`config.mk`:
```
export PLATFORM = sky130hd
export DESIGN_NAME = rr_arbiter
export DESIGN_NICKNAME = d
export VERILOG_FILES = /design/src/rtl/rr_arbiter_pkg.sv /design/src/rtl/rr_pick.sv /design/src/rtl/rr_arbiter.sv
export SDC_FILE = /design/constraint.sdc
export NUM_CORES = 1
export LEC_CHECK = 0
export CAP_MARGIN = 10
export CORE_ASPECT_RATIO = 0.75
export CORE_MARGIN = 4
export CORE_UTILIZATION = 50
export DETAILED_ROUTE_END_ITERATION = 7
export GPL_TIMING_DRIVEN = 0
export MAX_ROUTING_LAYER = met4
export PLACE_DENSITY = 0.8
export SKIP_LAST_GASP = 1
export SYNTH_ARGS = -nofsm -noshare
export SYNTH_HDL_FRONTEND = slang
export SYNTH_SLANG_ARGS = --single-unit
```
`constraint.sdc`:
```
create_clock -name clk -period 3.5 [get_ports clk]
set_input_delay 0.7 -clock clk [delete_from_list [all_inputs] [get_ports clk]]
set_output_delay 0.7 -clock clk [all_outputs]
set_load 0.1 [all_outputs]
```
`src/rtl/rr_arbiter_pkg.sv`:
```
// Shared types and helpers for the round-robin arbiter and its picker.
package rr_arbiter_pkg;

   typedef enum logic {
      IDLE  = 1'b0,
      GRANT = 1'b1
   } arb_state_e;

   function automatic int ID_W(input int n);
      return (n <= 1) ? 1 : $clog2(n);
   endfunction

endpackage

```
`src/rtl/rr_pick.sv`:
```
// Combinational round-robin pick: first set req bit at or after ptr, wrapping.
module rr_pick
   import rr_arbiter_pkg::*;
#(
   parameter int NUM_REQ = 8
) (
   input  logic [NUM_REQ-1:0]          req,
   input  logic [ID_W(NUM_REQ)-1:0]    ptr,
   output logic [NUM_REQ-1:0]          pick,
   output logic [ID_W(NUM_REQ)-1:0]    pick_id,
   output logic                        any
);

   localparam int IW = ID_W(NUM_REQ);

   logic [NUM_REQ-1:0]   req_hi;
   logic [2*NUM_REQ-1:0] dbl;

   // Lower half keeps only bits at or above ptr; upper half is the wrapped copy.
   always_comb begin
      req_hi = '0;
      for (int i = 0; i < NUM_REQ; i++) begin
         req_hi[i] = req[i] && (i >= int'(ptr));
      end
      dbl = {req, req_hi};
   end

   always_comb begin
      pick    = '0;
      pick_id = '0;
      any     = 1'b0;
      for (int i = 0; i < 2 * NUM_REQ; i++) begin
         if (!any && dbl[i]) begin
            any                 = 1'b1;
            pick[i % NUM_REQ]   = 1'b1;
            pick_id             = IW'(i % NUM_REQ);
         end
      end
   end

endmodule

```
`src/rtl/rr_arbiter.sv`:
```
// Round-robin arbiter with registered one-hot grant, valid/ready handshake
// and a wrapping accept counter.
module rr_arbiter
   import rr_arbiter_pkg::*;
#(
   parameter int NUM_REQ   = 8,
   parameter int CNT_WIDTH = 16
) (
   input  logic                       clk,
   input  logic                       resetn,
   input  logic [NUM_REQ-1:0]         req,
   input  logic                       gnt_ready,
   output logic [NUM_REQ-1:0]         gnt,
   output logic                       gnt_valid,
   output logic [ID_W(NUM_REQ)-1:0]   gnt_id,
   output logic [CNT_WIDTH-1:0]       accept_cnt,
   output arb_state_e                 dbg_state
);

   localparam int IW = ID_W(NUM_REQ);

   // Handshake: a grant is accepted on a rising edge where gnt_valid and
   // gnt_ready are both high; gnt/gnt_id are held stable until then.
   arb_state_e           state_q, state_d;
   logic [IW-1:0]        ptr_q, ptr_d;
   logic [NUM_REQ-1:0]   gnt_q, gnt_d;
   logic [IW-1:0]        gnt_id_q, gnt_id_d;
   logic [CNT_WIDTH-1:0] cnt_q, cnt_d;

   logic                 accept;
   logic [IW-1:0]        ptr_next;
   logic [IW-1:0]        search_ptr;
   logic [NUM_REQ-1:0]   pick;
   logic [IW-1:0]        pick_id;
   logic                 any;

   assign accept     = (state_q == GRANT) && gnt_ready;
   assign ptr_next   = (gnt_id_q == IW'(NUM_REQ - 1)) ? '0 : gnt_id_q + IW'(1);
   // On accept the search already uses the rotated pointer, so no bubble.
   assign search_ptr = accept ? ptr_next : ptr_q;

   rr_pick #(
      .NUM_REQ (NUM_REQ)
   ) u_pick (
      .req     (req),
      .ptr     (search_ptr),
      .pick    (pick),
      .pick_id (pick_id),
      .any     (any)
   );

   always_comb begin
      state_d  = state_q;
      ptr_d    = ptr_q;
      gnt_d    = gnt_q;
      gnt_id_d = gnt_id_q;
      cnt_d    = cnt_q;
      case (state_q)
         IDLE: begin
            if (any) begin
               gnt_d    = pick;
               gnt_id_d = pick_id;
               state_d  = GRANT;
            end
         end
         GRANT: begin
            if (gnt_ready) begin
               cnt_d = cnt_q + CNT_WIDTH'(1);
               ptr_d = ptr_next;
               if (any) begin
                  gnt_d    = pick;
                  gnt_id_d = pick_id;
               end else begin
                  gnt_d   = '0;
                  state_d = IDLE;
               end
            end
         end
         default: begin
            gnt_d   = '0;
            state_d = IDLE;
         end
      endcase
   end

   always_ff @(posedge clk or negedge resetn) begin
      if (!resetn) begin
         state_q  <= IDLE;
         ptr_q    <= '0;
         gnt_q    <= '0;
         gnt_id_q <= '0;
         cnt_q    <= '0;
      end else begin
         state_q  <= state_d;
         ptr_q    <= ptr_d;
         gnt_q    <= gnt_d;
         gnt_id_q <= gnt_id_d;
         cnt_q    <= cnt_d;
      end
   end

   assign gnt        = gnt_q;
   assign gnt_valid  = (state_q == GRANT);
   assign gnt_id     = gnt_id_q;
   assign accept_cnt = cnt_q;
   assign dbg_state  = state_q;

endmodule
```
# --- After elaboration in Yosys (flattened, before gate mapping) ---
# Index checks and enable logic that the tools add are counted.
word_totals:
  ff_bits: 31
  latchBits: 0
  ram_bits: 0
  rom_bits: 0
  input_bits: 11
  out_inout_bits: 29
  n_memories: 0
op_classes:
  addsub: 2
  mul: 0
  div_mod_pow: 0
  magnitude_cmp: 7
  eq_ne: 3
  shifts: 0
  muxes: 58
  bitwise_logic: 1
  reduce_logical: 40
ops:
  columns: ["cell", "count"]
  rows:
  - ["2-to-1 mux 3 bit", 16]
  - ["2-to-1 mux 1 bit", 34]
  - ["2-to-1 mux 8 bit", 3]
  - ["logical AND 1 bit", 23]
  - ["adder 16 x 1 -> 16 bit, second input constant", 1]
  - ["one-hot mux 8 bit (2 select lines)", 1]
  - ["logical NOT 1 bit", 15]
  - ["greater-or-equal comparator 3 bit, first input constant", 3]
  - ["greater-or-equal comparator 1 x 3 -> 1 bit, first input constant", 2]
  - ["greater-or-equal comparator 2 x 3 -> 1 bit, first input constant", 2]
  - ["one-hot mux 3 bit (2 select lines)", 1]
  - ["2-to-1 mux 2 bit", 2]
  - ["!= test 2 bit, second input constant", 2]
  - ["AND reduction 2 bit", 2]
  - ["adder 3 x 1 -> 3 bit, second input constant", 1]
  - ["equality test 3 bit, second input constant", 1]
  - ["one-hot mux 1 bit (2 select lines)", 1]
  - ["NOT 1 bit", 1]

# --- Longest topological paths before layout ---
depth:
  ltp_word: 54
  ltp_mapped: 10
  ltp_nobuf: 9

# --- Cells and area by module ---
# Synthesis repeated with hierarchy kept, for this count alone.
unflattened:
  hier_cells: 168
  area_unflattened_um2: 1726.7
modules_own_cells:
  columns: ["mod", "instances", "cells_each", "area_per_inst_um2"]
  rows:
  - ["rr_arbiter", 1, 97, 1293.7]
  - ["rr_pick", 1, 71, 432.9]

# --- Worst setup path before layout ---
# OpenSTA, ideal clock, no wires.
synth_path:
  path_kind: "flip-flop to flip-flop"
  start: "register gnt_id_q[0], in the netlist gnt_id[0]"
  end: "register gnt_q[2], in the netlist gnt[2]"
  t_arrival_ns: 2.832
  required_time_ns: 3.374
  slack_ns: 0.542
  path_stages_with_launch: 8
  n_path_buf: 0
  cell_sequence: "dfrtp_1 ha_1 ha_1 nand3_2 and2_4 o311a_4 o41ai_4 mux2_2"
synth_via:
  elab_chain_cells: 54
  word_cells_on_any_way: 72
synth_rtl:
  columns: ["item", "line", "text"]
  rows:
  - ["start: declaration", "rr_arbiter.sv:27", "logic [IW-1:0] gnt_id_q, gnt_id_d;"]
  - ["start signal: assignment", "rr_arbiter.sv:97", "gnt_id_q <= gnt_id_d;"]
  - ["adder 3 x 1 -> 3 bit or equality test 3 bit (tied branches)", "rr_arbiter.sv:38", "assign ptr_next = (gnt_id_q == IW'(NUM_REQ - 1)) ? '0 : gnt_id_q + IW'(1);"]
  - ["2-to-1 mux 3 bit *", "rr_arbiter.sv:38", null]
  - ["net ptr_next[2]", "rr_arbiter.sv:31", "logic [IW-1:0] ptr_next;"]
  - ["2-to-1 mux 3 bit *", "rr_arbiter.sv:40", "assign search_ptr = accept ? ptr_next : ptr_q;"]
  - ["greater-or-equal comparator 1 x 3 -> 1 bit", "rr_pick.sv:23", "req_hi[i] = req[i] && (i >= int'(ptr));"]
  - ["logical AND 1 bit", "rr_pick.sv:23", null]
  - ["2-to-1 mux 1 bit", "rr_pick.sv:33", "if (!any && dbl[i]) begin"]
  - ["logical NOT 1 bit", "rr_pick.sv:33", null]
  - ["[... 39 more ...]", null, null]
  - ["logical AND 1 bit", "rr_pick.sv:33", null]
  - ["2-to-1 mux 1 bit", "rr_pick.sv:33", null]
  - ["logical NOT 1 bit", "rr_pick.sv:33", null]
  - ["logical AND 1 bit", "rr_pick.sv:33", null]
  - ["2-to-1 mux 1 bit", "rr_pick.sv:33", null]
  - ["2-to-1 mux 8 bit", "rr_arbiter.sv:70", "if (any) begin"]
  - ["2-to-1 mux 8 bit", "rr_arbiter.sv:67", "if (gnt_ready) begin"]
  - ["one-hot mux 8 bit (2 select lines)", "rr_arbiter.sv:58", "case (state_q)"]
  - ["end signal: assignment", "rr_arbiter.sv:96", "gnt_q <= gnt_d;"]
  - ["end: declaration", "rr_arbiter.sv:26", "logic [NUM_REQ-1:0] gnt_q, gnt_d;"]
# Mark *: on every way through the listed nets, which the timed path passes. The rest lies on a longest branch. The select of a mux whose other input is x is not followed.
# A chain may end at the register's enable or synchronous reset.

# --- Worst setup path in the final report ---
layout_path:
  start: "input port gnt_ready"
  end: "register gnt_id_q[0], in the netlist gnt_id[0]"
layout_via:
  elab_chain_cells: 53
  word_cells_on_any_way: 81
layout_rtl:
  columns: ["item", "line", "text"]
  rows:
  - ["start: declaration", "rr_arbiter.sv:12", "input logic gnt_ready,"]
  - ["logical AND 1 bit", "rr_arbiter.sv:37", "assign accept = (state_q == GRANT) && gnt_ready;"]
  - ["2-to-1 mux 3 bit", "rr_arbiter.sv:40", null]
  - ["greater-or-equal comparator 1 x 3 -> 1 bit", "rr_pick.sv:23", null]
  - ["logical AND 1 bit", "rr_pick.sv:23", null]
  - ["2-to-1 mux 1 bit", "rr_pick.sv:33", null]
  - ["logical NOT 1 bit", "rr_pick.sv:33", null]
  - ["logical AND 1 bit", "rr_pick.sv:33", null]
  - ["2-to-1 mux 1 bit", "rr_pick.sv:33", null]
  - ["[... 37 more ...]", null, null]
  - ["logical AND 1 bit", "rr_pick.sv:33", null]
  - ["2-to-1 mux 1 bit", "rr_pick.sv:33", null]
  - ["logical NOT 1 bit", "rr_pick.sv:33", null]
  - ["logical AND 1 bit", "rr_pick.sv:33", null]
  - ["2-to-1 mux 3 bit or 2-to-1 mux 1 bit (tied branches)", "rr_pick.sv:33", null]
  - ["2-to-1 mux 3 bit", "rr_arbiter.sv:60, rr_arbiter.sv:70", null]
  - ["2-to-1 mux 3 bit", "rr_arbiter.sv:67", null]
  - ["one-hot mux 3 bit (2 select lines)", "rr_arbiter.sv:58", null]
# Several ways; a longest one is shown, not always the timed one. The select of a mux whose other input is x is not followed.

==> metrics.csv <==
metric,value,unit
Worst Setup Path Type,in -> reg,
Synth area leaders,"dfrtp_1 (45%), xnor2_1 (6.1%), nand2_1 (4.1%), nand4_1 (2.5%), ha_1 (2.2%)",
setup TNS,0,ps
largest net degree at the start of global routing,19,
# rows,18,
FF-to-FF Start,gnt_id[0],
Final Slew Violations,0,
pwr/cell area,947,nW/um^2
syn avg cell area,10.4,um^2
Nets,227,
post-route ant nets,0,
Die W,76.0,um
RSZ-0062 raised after global routing,false,
number of synthesized flops with an enable pin,0,
number of gates resized after CTS,0,
Layout area overhead,32.1,%
drt first-iter violations,81,
Max Fclk,338,MHz
GP Congestion,0.942,
Clock Root Buffer,clkbuf_8,
initial antenna violation count,0,
DIE AREA,4480,um^2
H-tree depth,2,
Final setup viols,0,
CP startpoint kind,primary input,
total grt overflow,0,
num ports,40,
detailed-route wire length,4.13,mm
Synth async-reset ratio,1.00,
Ant. Diodes,0,
layout cell share with drive strength beyond 1,0.131,
clock buffer depth,2,
total power,2.17,mW
wire length per cell,16.3,um
WHS Endpoint,accept_cnt[15],
via count,1490,
Synthesized Nets,180,
"FF+latch count, synth",31,
Post-CTS Setup Bufs,0,
Num CTS Buffers,5,
Global Route Usage Sum,0.209,
hold path startpoint,accept_cnt[15],
Peak VDD IR,0.484,mV
Final Cycle Share,0.845,
crit path launch,gnt_ready,
Die H,59.0,um
post-DP HPWL,3.28,mm
Synth top area share,0.448,
DRT Pass-1 Iters,4,
initial core utilization,0.523,
Tmin final,2960,ps
synth unique cells,52,
cells on worst reg2reg path,8,
"Top FF cell, synth",dfrtp_1,
largest fanout on the critical path,10,
worst min path class,reg -> reg,
Clock Latency Late Sink,280,ps
status,finished clean,
Fin Clk Skew,5.89,ps
# hold bufs at CTS,0,
Residual DRC,0,
PortBufs,39,
Mapped Area,1730,um^2
Worst Tran Pin Value,987,ps
Core Box Area,3310,um^2
Crit. End Element,flip-flop,
"area leader, netlist",dfrtp_1,
FF-to-FF setup slack,720,ps
most frequent cells in the layout,"clkdlybuf4s50_1 (39), dfrtp_1 (31), nand2_1 (19), xnor2_1 (12), inv_1 (10)",
Final Non-Filler Cells,253,
Crit Reg-Reg Endpoint,gnt_id[0],
CTS tree,yes,
clock slew at reported path FFs,70,ps
clk sinks,31,
Worst slew margin,0.340,
via/cell ratio,5.89,
Final Hold Viols,0,
WHS Path Cells,1,
Max-Cap Viols,0,
first-pass GRT wire length,7.14,mm
Placed Cells,246,
register area share after synthesis,0.448,
number of global-route vias before repair,1507,
synth warn,0,
"most common cell after layout, fill and taps aside",clkdlybuf4s50_1,
WP data required,3690,ps
"Arr. time, crit path",3150,ps
leakage,0.986,nW
Syn Inst Count,166,
worst max path at each step:
stage,end,slack [ps],cells past startpoint
3_3_place_gp,gnt_id[0],350,8
3_5_place_dp,gnt_id[0],240,8
4_1_cts,gnt_id[0],560,8
2_1_floorplan,gnt[2],540,7
6_report,gnt_id[0],540,8
5_1_grt,gnt[6],310,8
routing by layer:
metal,track usage,wire length [um]
met5,-,0
met4,0.0812,82
met3,0.0471,261
met2,0.341,1940
met1,0.257,1840
power by group:
part	internal (mW)	switching, mW
sequential	0.461	0.0844
combinational	0.368	0.971
clock	0.154	0.128
total	0.982	1.18
sequential cells by signal (all words and copies together), names as in the netlist:
register and cells:
accept_cnt 16, dbg_state 1, gnt 8, gnt_id 3, ptr_q 3
critical path, stage by stage:
cell	delay, ps
clkdlybuf4s50_1	480
buf_2	230
nand2_1	140
a311oi_1	470
o221ai_2	240
a2111oi_1	570
nor4_1	110
a32oi_1	210
stage by stage:
stage / worst slack [ps] / cell area, um^2 / util / hold WS, ps
2_1_floorplan: 542 / 1730 / - / 404
3_3_place_gp: 353 / 2170 / 0.656 / 454
3_5_place_dp: 243 / 2200 / 0.665 / 457
4_1_cts: 557 / 2290 / 0.691 / 470
5_1_grt: 307 / 2290 / 0.691 / 498
6_report: 543 / 2290 / 0.691 / 462
synthesized netlist by cell type, types with 3 or more instances:
cell type	instances
xor2_1	3
nor4_1	3
o21ai_0	7
and3_1	4
nand2_1	19
nand4_1	7
nor3_1	4
inv_1	10
xnor2_1	12
dfrtp_1	31
nand3_1	7
nor2_1	9
ha_1	3
cell type report:
cell class              instances  area [um^2]
repair buffers                 40          418
multi-input cells             121          888
fillers                       246         1020
plain buffers                   4         31.3
inverters                      10         37.5
flip-flops and latches         31          776
clock buffers                   6         82.6
well taps                      40         50.0
clock inverters                 1         5.00
cell families (layout without fill, tap and decap cells):
| kind of cell | Yosys count | in the layout | synth area share |
|---|---|---|---|
| AO/OA/AOI/OAI | 35 | 35 | 0.196 |
| AND/OR/NAND/NOR | 65 | 65 | 0.200 |
| multiplexers | 3 | 3 | 0.0195 |
| adder cells (fa/ha/maj) | 3 | 3 | 0.0217 |
| XOR/XNOR | 15 | 15 | 0.0758 |
| buffers and inverters | 14 | 61 | 0.0397 |
| flip-flops | 31 | 31 | 0.448 |
No activity file was read; power rests on OpenSTA's default activity.
